## config.mk

```make
export PLATFORM = sky130hd
export DESIGN_NAME = comparator_iter_nbit
export DESIGN_NICKNAME = d
export VERILOG_FILES = /design/src/rtl/comparator_pkg.sv /design/src/rtl/comp_chunk.sv /design/src/rtl/comparator_iter_nbit.sv
export SDC_FILE = /design/constraint.sdc
export NUM_CORES = 1
export LEC_CHECK = 0
export ABC_AREA = 1
export BUFFER_PORTS_ARGS = -buffer_cell sky130_fd_sc_hd__buf_4
export CAP_MARGIN = 10
export CORE_AREA = 2 2 97 71
export DETAILED_ROUTE_END_ITERATION = 7
export DIE_AREA = 0 0 99 73
export PLACE_DENSITY = 0.87
export SYNTH_ARGS = -nofsm -noshare
export SYNTH_HDL_FRONTEND = slang
export SYNTH_SLANG_ARGS = --single-unit
```

## constraint.sdc

```tcl
create_clock -name clk -period 2.74 [get_ports clk]
set_input_delay 0.137 -clock clk [delete_from_list [all_inputs] [get_ports clk]]
set_output_delay 0.137 -clock clk [all_outputs]
set_load 0.02 [all_outputs]
```

## src/rtl/comparator_pkg.sv

```systemverilog
// Shared types and sizing helpers for the iterative magnitude comparator.
package comparator_pkg;

    typedef enum logic [1:0] {
        IDLE = 2'd0,
        SCAN = 2'd1,
        DONE = 2'd2
    } state_t;

    // Number of chunks an operand splits into.
    function automatic int unsigned nchunk(input int unsigned width, input int unsigned chunk);
        return width / chunk;
    endfunction

    // Width of the chunk index counter; at least one bit even for a single chunk.
    function automatic int unsigned idx_w(input int unsigned n);
        return (n <= 1) ? 1 : $clog2(n);
    endfunction

endpackage

```

## src/rtl/comp_chunk.sv

```systemverilog
// Purely combinational CHUNK-bit unsigned magnitude compare.
module comp_chunk #(
    parameter int unsigned CHUNK = 8
) (
    input  logic [CHUNK-1:0] a,
    input  logic [CHUNK-1:0] b,
    output logic             gt,
    output logic             lt,
    output logic             eq
);

    assign gt = (a > b);
    assign lt = (a < b);
    assign eq = (a == b);

endmodule

```

## src/rtl/comparator_iter_nbit.sv

```systemverilog
// Handshaked WIDTH-bit magnitude comparator scanning CHUNK bits per cycle, MSB chunk first.
module comparator_iter_nbit
    import comparator_pkg::*;
#(
    parameter int unsigned WIDTH      = 32,
    parameter int unsigned CHUNK      = 8,
    parameter bit          EARLY_EXIT = 1'b1
) (
    input  logic             clk,
    input  logic             rst_n,
    input  logic             in_valid,
    output logic             in_ready,
    input  logic [WIDTH-1:0] a,
    input  logic [WIDTH-1:0] b,
    input  logic             is_signed,
    output logic             out_valid,
    input  logic             out_ready,
    output logic             gt,
    output logic             lt,
    output logic             eq,
    output logic             busy
);

    localparam int unsigned NCHUNK = nchunk(WIDTH, CHUNK);
    localparam int unsigned IDX_W  = idx_w(NCHUNK);

    state_t           state;
    state_t           state_next;
    logic [IDX_W-1:0] idx;
    logic [WIDTH-1:0] a_r;
    logic [WIDTH-1:0] b_r;
    logic [WIDTH-1:0] bias;
    logic             gt_r;
    logic             lt_r;
    logic             eq_r;
    logic [CHUNK-1:0] a_c;
    logic [CHUNK-1:0] b_c;
    logic             c_gt;
    logic             c_lt;
    logic             c_eq;
    logic             decided;
    logic             accept;
    logic             last;

    assign in_ready  = rst_n && (state == IDLE);
    assign out_valid = (state == DONE);
    assign busy      = (state == SCAN) || (state == DONE);
    assign gt        = gt_r;
    assign lt        = lt_r;
    assign eq        = eq_r;

    assign accept  = in_valid && in_ready;
    assign decided = gt_r || lt_r;
    assign last    = (idx == '0);

    assign a_c = a_r[32'(idx) * CHUNK +: CHUNK];
    assign b_c = b_r[32'(idx) * CHUNK +: CHUNK];

    comp_chunk #(.CHUNK(CHUNK)) u_chunk (
        .a  (a_c),
        .b  (b_c),
        .gt (c_gt),
        .lt (c_lt),
        .eq (c_eq)
    );

    // Flipping the sign bit maps two's-complement order onto unsigned order.
    always_comb begin
        bias            = '0;
        bias[WIDTH-1]   = is_signed;
    end

    // State register.
    always_ff @(posedge clk) begin
        if (!rst_n) state <= IDLE;
        else        state <= state_next;
    end

    // Next-state logic.
    always_comb begin
        state_next = state;
        unique case (state)
            IDLE: if (accept) state_next = SCAN;
            SCAN: if ((EARLY_EXIT && !c_eq) || last) state_next = DONE;
            DONE: if (out_ready) state_next = IDLE;
            default: state_next = IDLE;
        endcase
    end

    // Operand capture, chunk index and result flags.
    always_ff @(posedge clk) begin
        if (!rst_n) begin
            a_r  <= '0;
            b_r  <= '0;
            idx  <= '0;
            gt_r <= 1'b0;
            lt_r <= 1'b0;
            eq_r <= 1'b0;
        end else begin
            unique case (state)
                IDLE: begin
                    if (accept) begin
                        a_r  <= a ^ bias;
                        b_r  <= b ^ bias;
                        idx  <= IDX_W'(NCHUNK - 1);
                        gt_r <= 1'b0;
                        lt_r <= 1'b0;
                        eq_r <= 1'b0;
                    end
                end
                SCAN: begin
                    // Only the most significant unequal chunk decides the result.
                    if (!c_eq && !decided) begin
                        gt_r <= c_gt;
                        lt_r <= c_lt;
                    end
                    if (last && c_eq && !decided) eq_r <= 1'b1;
                    if (state_next == SCAN) idx <= idx - 1'b1;
                end
                DONE: begin
                    if (out_ready) begin
                        gt_r <= 1'b0;
                        lt_r <= 1'b0;
                        eq_r <= 1'b0;
                    end
                end
                default: ;
            endcase
        end
    end

endmodule

```

# Word-level counts from Yosys, hierarchy flattened
# Index checks and enable logic that the tools add are counted.
# Widths: inputs -> output; s select.
[totals] regBits=71 latch_bits=0 ram_bits=0 romBits=0 inputBits=69 output_inout_bits=6 wordCells=56 n_memories=0
[classes] add_sub_neg=1 multipliers=0 n_div=0 magnitude_cmp=2 eq_ne=9 shift=2 n_mux=15 bitwise_logic=2 n_reduce_logical=18
[ops] operator="$shiftx 32x6->8" n=2
[ops] operator="$xor 32x32->32" n=2
[ops] operator="$mux 2" n=5
[ops] operator="$pmux 1 s3" n=3
[ops] operator="$eq 8x8->1" n=1
[ops] operator="$gt 8x8->1" n=1
[ops] operator="$lt 8x8->1" n=1
[ops] operator="$ne 2x1->1 const B" n=4
[ops] operator="$reduce_and 4->1" n=2
[ops] operator="$pmux 2 s3" n=1
[ops] operator="$logic_and 1x1->1" n=5
[ops] operator="$mux 1" n=5
[ops] operator="$eq 2x1->1 const B" n=2
[ops] operator="$logic_not 2->1" n=2
[ops] operator="$pmux 2 s2" n=1
[ops] operator="$logic_or 1x1->1" n=3
[ops] operator="$reduce_and 3->1" n=1
[ops] operator="$reduce_bool 3->1" n=1
[ops] operator="$eq 2x2->1 const B" n=1
[ops] operator="$logic_not 1->1" n=2
[ops] operator="$ne 2x2->1 const B" n=1
[ops] operator="$reduce_and 2->1" n=1
[ops] operator="$reduce_bool 2->1" n=1
[ops] operator="$sub 2x1->2 const B" n=1

# Depth between registers and ports, before layout
[depth] ltp_word=9 ltp_mapped=16 mapped_depth_nobuf=16

# Modules after synthesis
# From an unflattened synthesis, not the netlist that was laid out.
[unflattened] hier_cells=479 hier_area_um2=3357.0
[modules_own_cells] module="comparator_iter_nbit" n_inst=1 cells_each=441 area_each_um2=3113.0 seq_area_each_um2=1421.4
[modules_own_cells] module="comp_chunk" n_inst=1 cells_each=38 area_each_um2=244.0 seq_area_each_um2=0.0

# Least setup slack after synthesis
# OpenSTA, ideal clock, no wires.
[synth_timing] path_type="register -> register" startpoint="reg idx[0]" endpoint="reg idx[0]" setup_time_ns=0.115 arrival_time_ns=1.995 t_required_ns=2.625 setup_slack_ns=0.630 stages_incl_launch_ff=15 path_buffers=1 synth_period_minus_slack_ns=2.110 path_cell_list="dfxtp_1 > clkinv_1 > clkbuf_1 > nor2_1 > o22ai_1 > ha_1 > nand2_1 > nor2_1 > nand4_1 > a21oi_2 > nand2_1 > nand2_2 > nand3_1 > nand2_1 > nor2_1"
[synth_between] elab_chain_cells=9 elab_cells_between_ends=14 classes_between="1 x add/sub; 3 x eq/ne; 2 x shift; 4 x mux; 4 x reduce/logical"
[synth_lines] element="start, declared" line="comparator_iter_nbit.sv:29" text="logic [IDX_W-1:0] idx;"
[synth_lines] element="start signal, assigned" line="comparator_iter_nbit.sv:105" text="idx <= IDX_W'(NCHUNK - 1);"
[synth_lines] element="start signal, assigned" line="comparator_iter_nbit.sv:118" text="if (state_next == SCAN) idx <= idx - 1'b1;"
[synth_lines] element="$shiftx 32x6->8, on equally long branches" line="comparator_iter_nbit.sv:56, comparator_iter_nbit.sv:57"
[synth_lines] element="$eq 8x8->1" line="comp_chunk.sv:14" text="assign eq = (a == b);"
[synth_lines] element="$logic_not 1->1" line="comparator_iter_nbit.sv:84" text="SCAN: if ((EARLY_EXIT && !c_eq) || last) state_next = DONE;"
[synth_lines] element="$logic_or 1x1->1" line="comparator_iter_nbit.sv:84"
[synth_lines] element="$mux 2" line="comparator_iter_nbit.sv:84"
[synth_lines] element="$pmux 2 s3" line="comparator_iter_nbit.sv:82" text="unique case (state)"
[synth_lines] element="$eq 2x1->1" line="comparator_iter_nbit.sv:118"
[synth_lines] element="$ne 2x1->1 (no line)"
[synth_lines] element="$reduce_and 3->1 (no line)"
# Parallel ways exist; a longest one is shown, timed or not. The select of a mux whose other input is x is not followed.
# A chain may end at the register's enable or synchronous reset.

# Worst setup path in the final report
# Same ends and word-level chain as after synthesis.

==> results.txt <==
----------------------------------------------------
[Run status]
  Result of the run ... completed

[Logic synthesis]
  Post-synthesis cell type count ... 24
  Synth warn ... 0
  Count of state elements after synthesis ... 71
  Net count of the mapped netlist ... 548
  Avg Cell Area, Syn ... 7.02 µm²
  Total standard cell area after synthesis ... 3270 µm²
  Sequential fraction of the synthesis area ... 43.5%
  Cell count after synthesis ... 466

[Setup path]
  Number of cells on the worst reg-to-reg path ... 14
  Type of origin of the critical path ... register
  Crit. Startpoint ... idx[0]
  Arrival time at the worst endpoint ... 2.85 ns
  Endpoint class of the critical path ... register
  Destination of the critical timing path ... idx[0]
  R2r endpoint ... idx[0]
  Critical-path maximum fanout ... 36
  Setup slack of the most critical reg-to-reg path ... 0.14 ns
  Start of the worst register-to-register path ... idx[0]
  Start-to-end type of the worst setup path ... reg -> reg
  Required @ worst endpoint ... 2.99 ns

[Power and ir drop]
  Power after layout ... 3.04 mW
  Worst ir drop on vdd ... 0.371 mV
  PD cells ... 663 nW/µm²
  Standby leakage power ... 2.18 nW

[Floorplan]
  Die outline width ... 99 µm
  Starting Density ... 51.0%
  Core region area ... 6410 µm²
  Chip height ... 73 µm
  Area of the die ... 7230 µm²
  Rows ... 25
  Boundary pin count ... 75

[Routing]
  First-pass iteration count of the detailed router ... 5
  Routed wire length ... 9.57 mm
  Remaining antenna violation count ... 0
  Total number of vias ... 3,579
  Number of DRC violations after detailed routing ... 0
  Iteration-0 DRC Markers ... 322
  Vias/cell ... 5.44
  Post-detailed-route wirelength per cell ... 14.6 µm

[Clock tree]
  Root Driver ... sky130_fd_sc_hd__clkbuf_8
  Clock tree buffer depth ... 2
  Clock transition time at the flip-flop clock pins of the worst setup and hold paths ... 0.07 ns
  Clock tree from TritonCTS ... done
  TritonCTS Buffers ... 9
  Sink Count ... 71
  Insertion delay of the later-clocked pin in the worst-skew pair ... 0.36 ns
  Level count of the clock H-tree ... 3

[STA]
  Max Clk Rate ... 384 MHz
  Final count of negative-setup-slack endpoints ... 0
  Worst slack on hold paths ... 0.00921 ns
  Min setup slack post-route ... 0.136 ns
  Final number of max-transition violations ... 0
  Time the worst path needs with I/O delays and setup ... 2.60 ns
  Clock Skews ... 0.00606 ns
  Final critical-path share of the clock period ... 95.0%
  Worst rel slew slack ... 54.9%
  Tightest Pin Transition ... 0.677 ns
  Final Hold Fails ... 0

[Global route]
  GR met2 Demand/Resource ... 41.2%
  Most used routing layer ... met2
  Global-route met3 utilization ... 8.72%
  Pin count of the biggest net entering global routing ... 70
  Initial antenna violation count ... 0
  Met1 usage in global routing ... 34.5%
  Global-route wire length before repair ... 15.1 mm
  Gr usage total ... 26.5%
  Gr ovfl total ... 0
  Vias in the first global route ... 3,200

[Run]
  Max_cap viols ... 0

[Finish]
  # diodes ... 0
  Fillers ... 454
  Number of nets in the finished design ... 654
  Share of cells above drive strength 1 ... 17.9%
  Area growth from synthesis to layout ... 40.1%

[Placed design]
  Port-buffer cells ... 74
  Final weighted congestion in routability-driven placement ... 1.01
  HPWL after detailed placement ... 6.03 mm
  Place WS ... 0.158 ns

[Hold path]
  Type of the worst min-delay path ... in -> reg
  Number of instances on the worst hold path ... 3

----------------------------------------------------
-- layout make-up --
type / instances / area, µm² / share of cell area, %
clock inverters: 5 / 129 / 2.81
repair buffers: 126 / 1070 / 23.3
flip-flops and latches: 71 / 1420 / 31.0
well taps: 81 / 101 / 2.21
inverters: 32 / 124 / 2.70
clock buffers: 11 / 141 / 3.09
multi-input cells: 332 / 1600 / 34.8
-- cell usage after synthesis --
library cell / count / area, µm²
sky130_fd_sc_hd__ha_1: 13 / 163
sky130_fd_sc_hd__dfxtp_1: 71 / 1420
sky130_fd_sc_hd__clkbuf_1: 19 / 71.3
sky130_fd_sc_hd__a21oi_1: 37 / 185
sky130_fd_sc_hd__nand3_1: 56 / 280
sky130_fd_sc_hd__inv_1: 30 / 113
sky130_fd_sc_hd__a21oi_2: 1 / 8.76
sky130_fd_sc_hd__buf_2: 5 / 25.0
sky130_fd_sc_hd__clkinv_1: 1 / 3.75
sky130_fd_sc_hd__buf_4: 1 / 7.51
sky130_fd_sc_hd__xnor2_1: 2 / 17.5
sky130_fd_sc_hd__buf_6: 1 / 11.3
sky130_fd_sc_hd__nand2_2: 1 / 6.26
sky130_fd_sc_hd__a211oi_1: 1 / 7.51
sky130_fd_sc_hd__nor2_1: 32 / 120
sky130_fd_sc_hd__nor3_1: 1 / 5.00
sky130_fd_sc_hd__o22ai_1: 8 / 50.1
sky130_fd_sc_hd__inv_2: 1 / 3.75
sky130_fd_sc_hd__o21ai_1: 1 / 5.00
sky130_fd_sc_hd__nand3_2: 1 / 10.0
sky130_fd_sc_hd__nand2_1: 125 / 469
sky130_fd_sc_hd__buf_1: 5 / 18.8
sky130_fd_sc_hd__o21ai_0: 51 / 255
sky130_fd_sc_hd__nand4_1: 2 / 12.5
-- flip-flops by register name, summed over array words and instances, names as in the netlist --
register and count:
b_r 32, state 2, idx 2, a_r 32, eq 1, lt 1, gt 1
-- critical path, cell delays in order (launching register included) --
cell and delay, ns:
sky130_fd_sc_hd__dfxtp_1 0.42, sky130_fd_sc_hd__buf_6 0.27, sky130_fd_sc_hd__o21ai_0 0.18, sky130_fd_sc_hd__a21oi_1 0.18, sky130_fd_sc_hd__a21oi_1 0.09, sky130_fd_sc_hd__ha_1 0.33, sky130_fd_sc_hd__nand2_1 0.06, sky130_fd_sc_hd__nor2_1 0.24
sky130_fd_sc_hd__nand4_1 0.16, sky130_fd_sc_hd__a21oi_2 0.18, sky130_fd_sc_hd__nand2_1 0.08, sky130_fd_sc_hd__nand2_2 0.09, sky130_fd_sc_hd__nand3_1 0.08, sky130_fd_sc_hd__nand2_1 0.10, sky130_fd_sc_hd__nor2_1 0.05
-- metal layers --
layer / vias to the layer above / wire length [µm] / part of all wire [%]
li1: 1737 / - / -
met1: 1587 / 4080 / 43
met2: 214 / 4190 / 44
met3: 41 / 1010 / 11
met4: 0 / 301 / 3.1
met5: - / 0 / 0
-- logic make-up after synthesis --
family / share of synthesized area [%]
XOR/XNOR: 0.536
adder cells (fa/ha/maj): 4.97
AND/OR/NAND/NOR: 27.6
flip-flops: 43.5
AO/OA/AOI/OAI: 15.6
buffers and inverters: 7.77
-- power by group --
part	leakage (nW)	total [mW]	switching, mW	internal [mW]
clock network	0.134	1.12	0.399	0.723
registers	0.585	1.20	0.0599	1.14
logic	1.46	0.718	0.415	0.304
-- metrics by stage --
stage	instances	setup TNS [ns]	cell area [µm²]	util (%)
after CTS	655	0	4550	71.0
after global placement	596	0	3850	60.1
after detailed placement	596	0	3850	60.1
after floorplan	466	0	3270	-
after global routing	658	-0.0233	4580	71.5
final	658	0	4580	71.5
-- timing repair --
| item | in CTS | in global routing |
|---|---|---|
| setup buffers | 0 | 3 |
| setup endpoints to repair | 0 | 4 |
| hold endpoints to repair | 43 | 0 |
| resized for setup | 0 | 2 |
| hold buffers | 43 | 0 |
-- worst min path at each step --
stage           from  endpoint
4_1_cts        b[21]   b_r[21]
6_report       b[21]   b_r[21]
5_1_grt         a[3]    a_r[3]
3_3_place_gp   b[13]   b_r[13]
2_1_floorplan  a[10]   a_r[10]
3_5_place_dp    a[2]    a_r[2]
-- placed cells by master, fill, tap and decap left out, types with 2 or more instances in the layout --
cell,instances
sky130_fd_sc_hd__a21oi_1,37
sky130_fd_sc_hd__buf_4,81
sky130_fd_sc_hd__bufinv_16,4
sky130_fd_sc_hd__clkbuf_8,10
sky130_fd_sc_hd__dfxtp_1,71
sky130_fd_sc_hd__dlygate4sd3_1,43
sky130_fd_sc_hd__ha_1,13
sky130_fd_sc_hd__inv_1,30
sky130_fd_sc_hd__nand2_1,125
sky130_fd_sc_hd__nand3_1,56
sky130_fd_sc_hd__nand4_1,2
sky130_fd_sc_hd__nor2_1,32
sky130_fd_sc_hd__o21ai_0,51
sky130_fd_sc_hd__o22ai_1,8
sky130_fd_sc_hd__xnor2_1,2
Note: power is estimated with default switching activity, not from simulation.
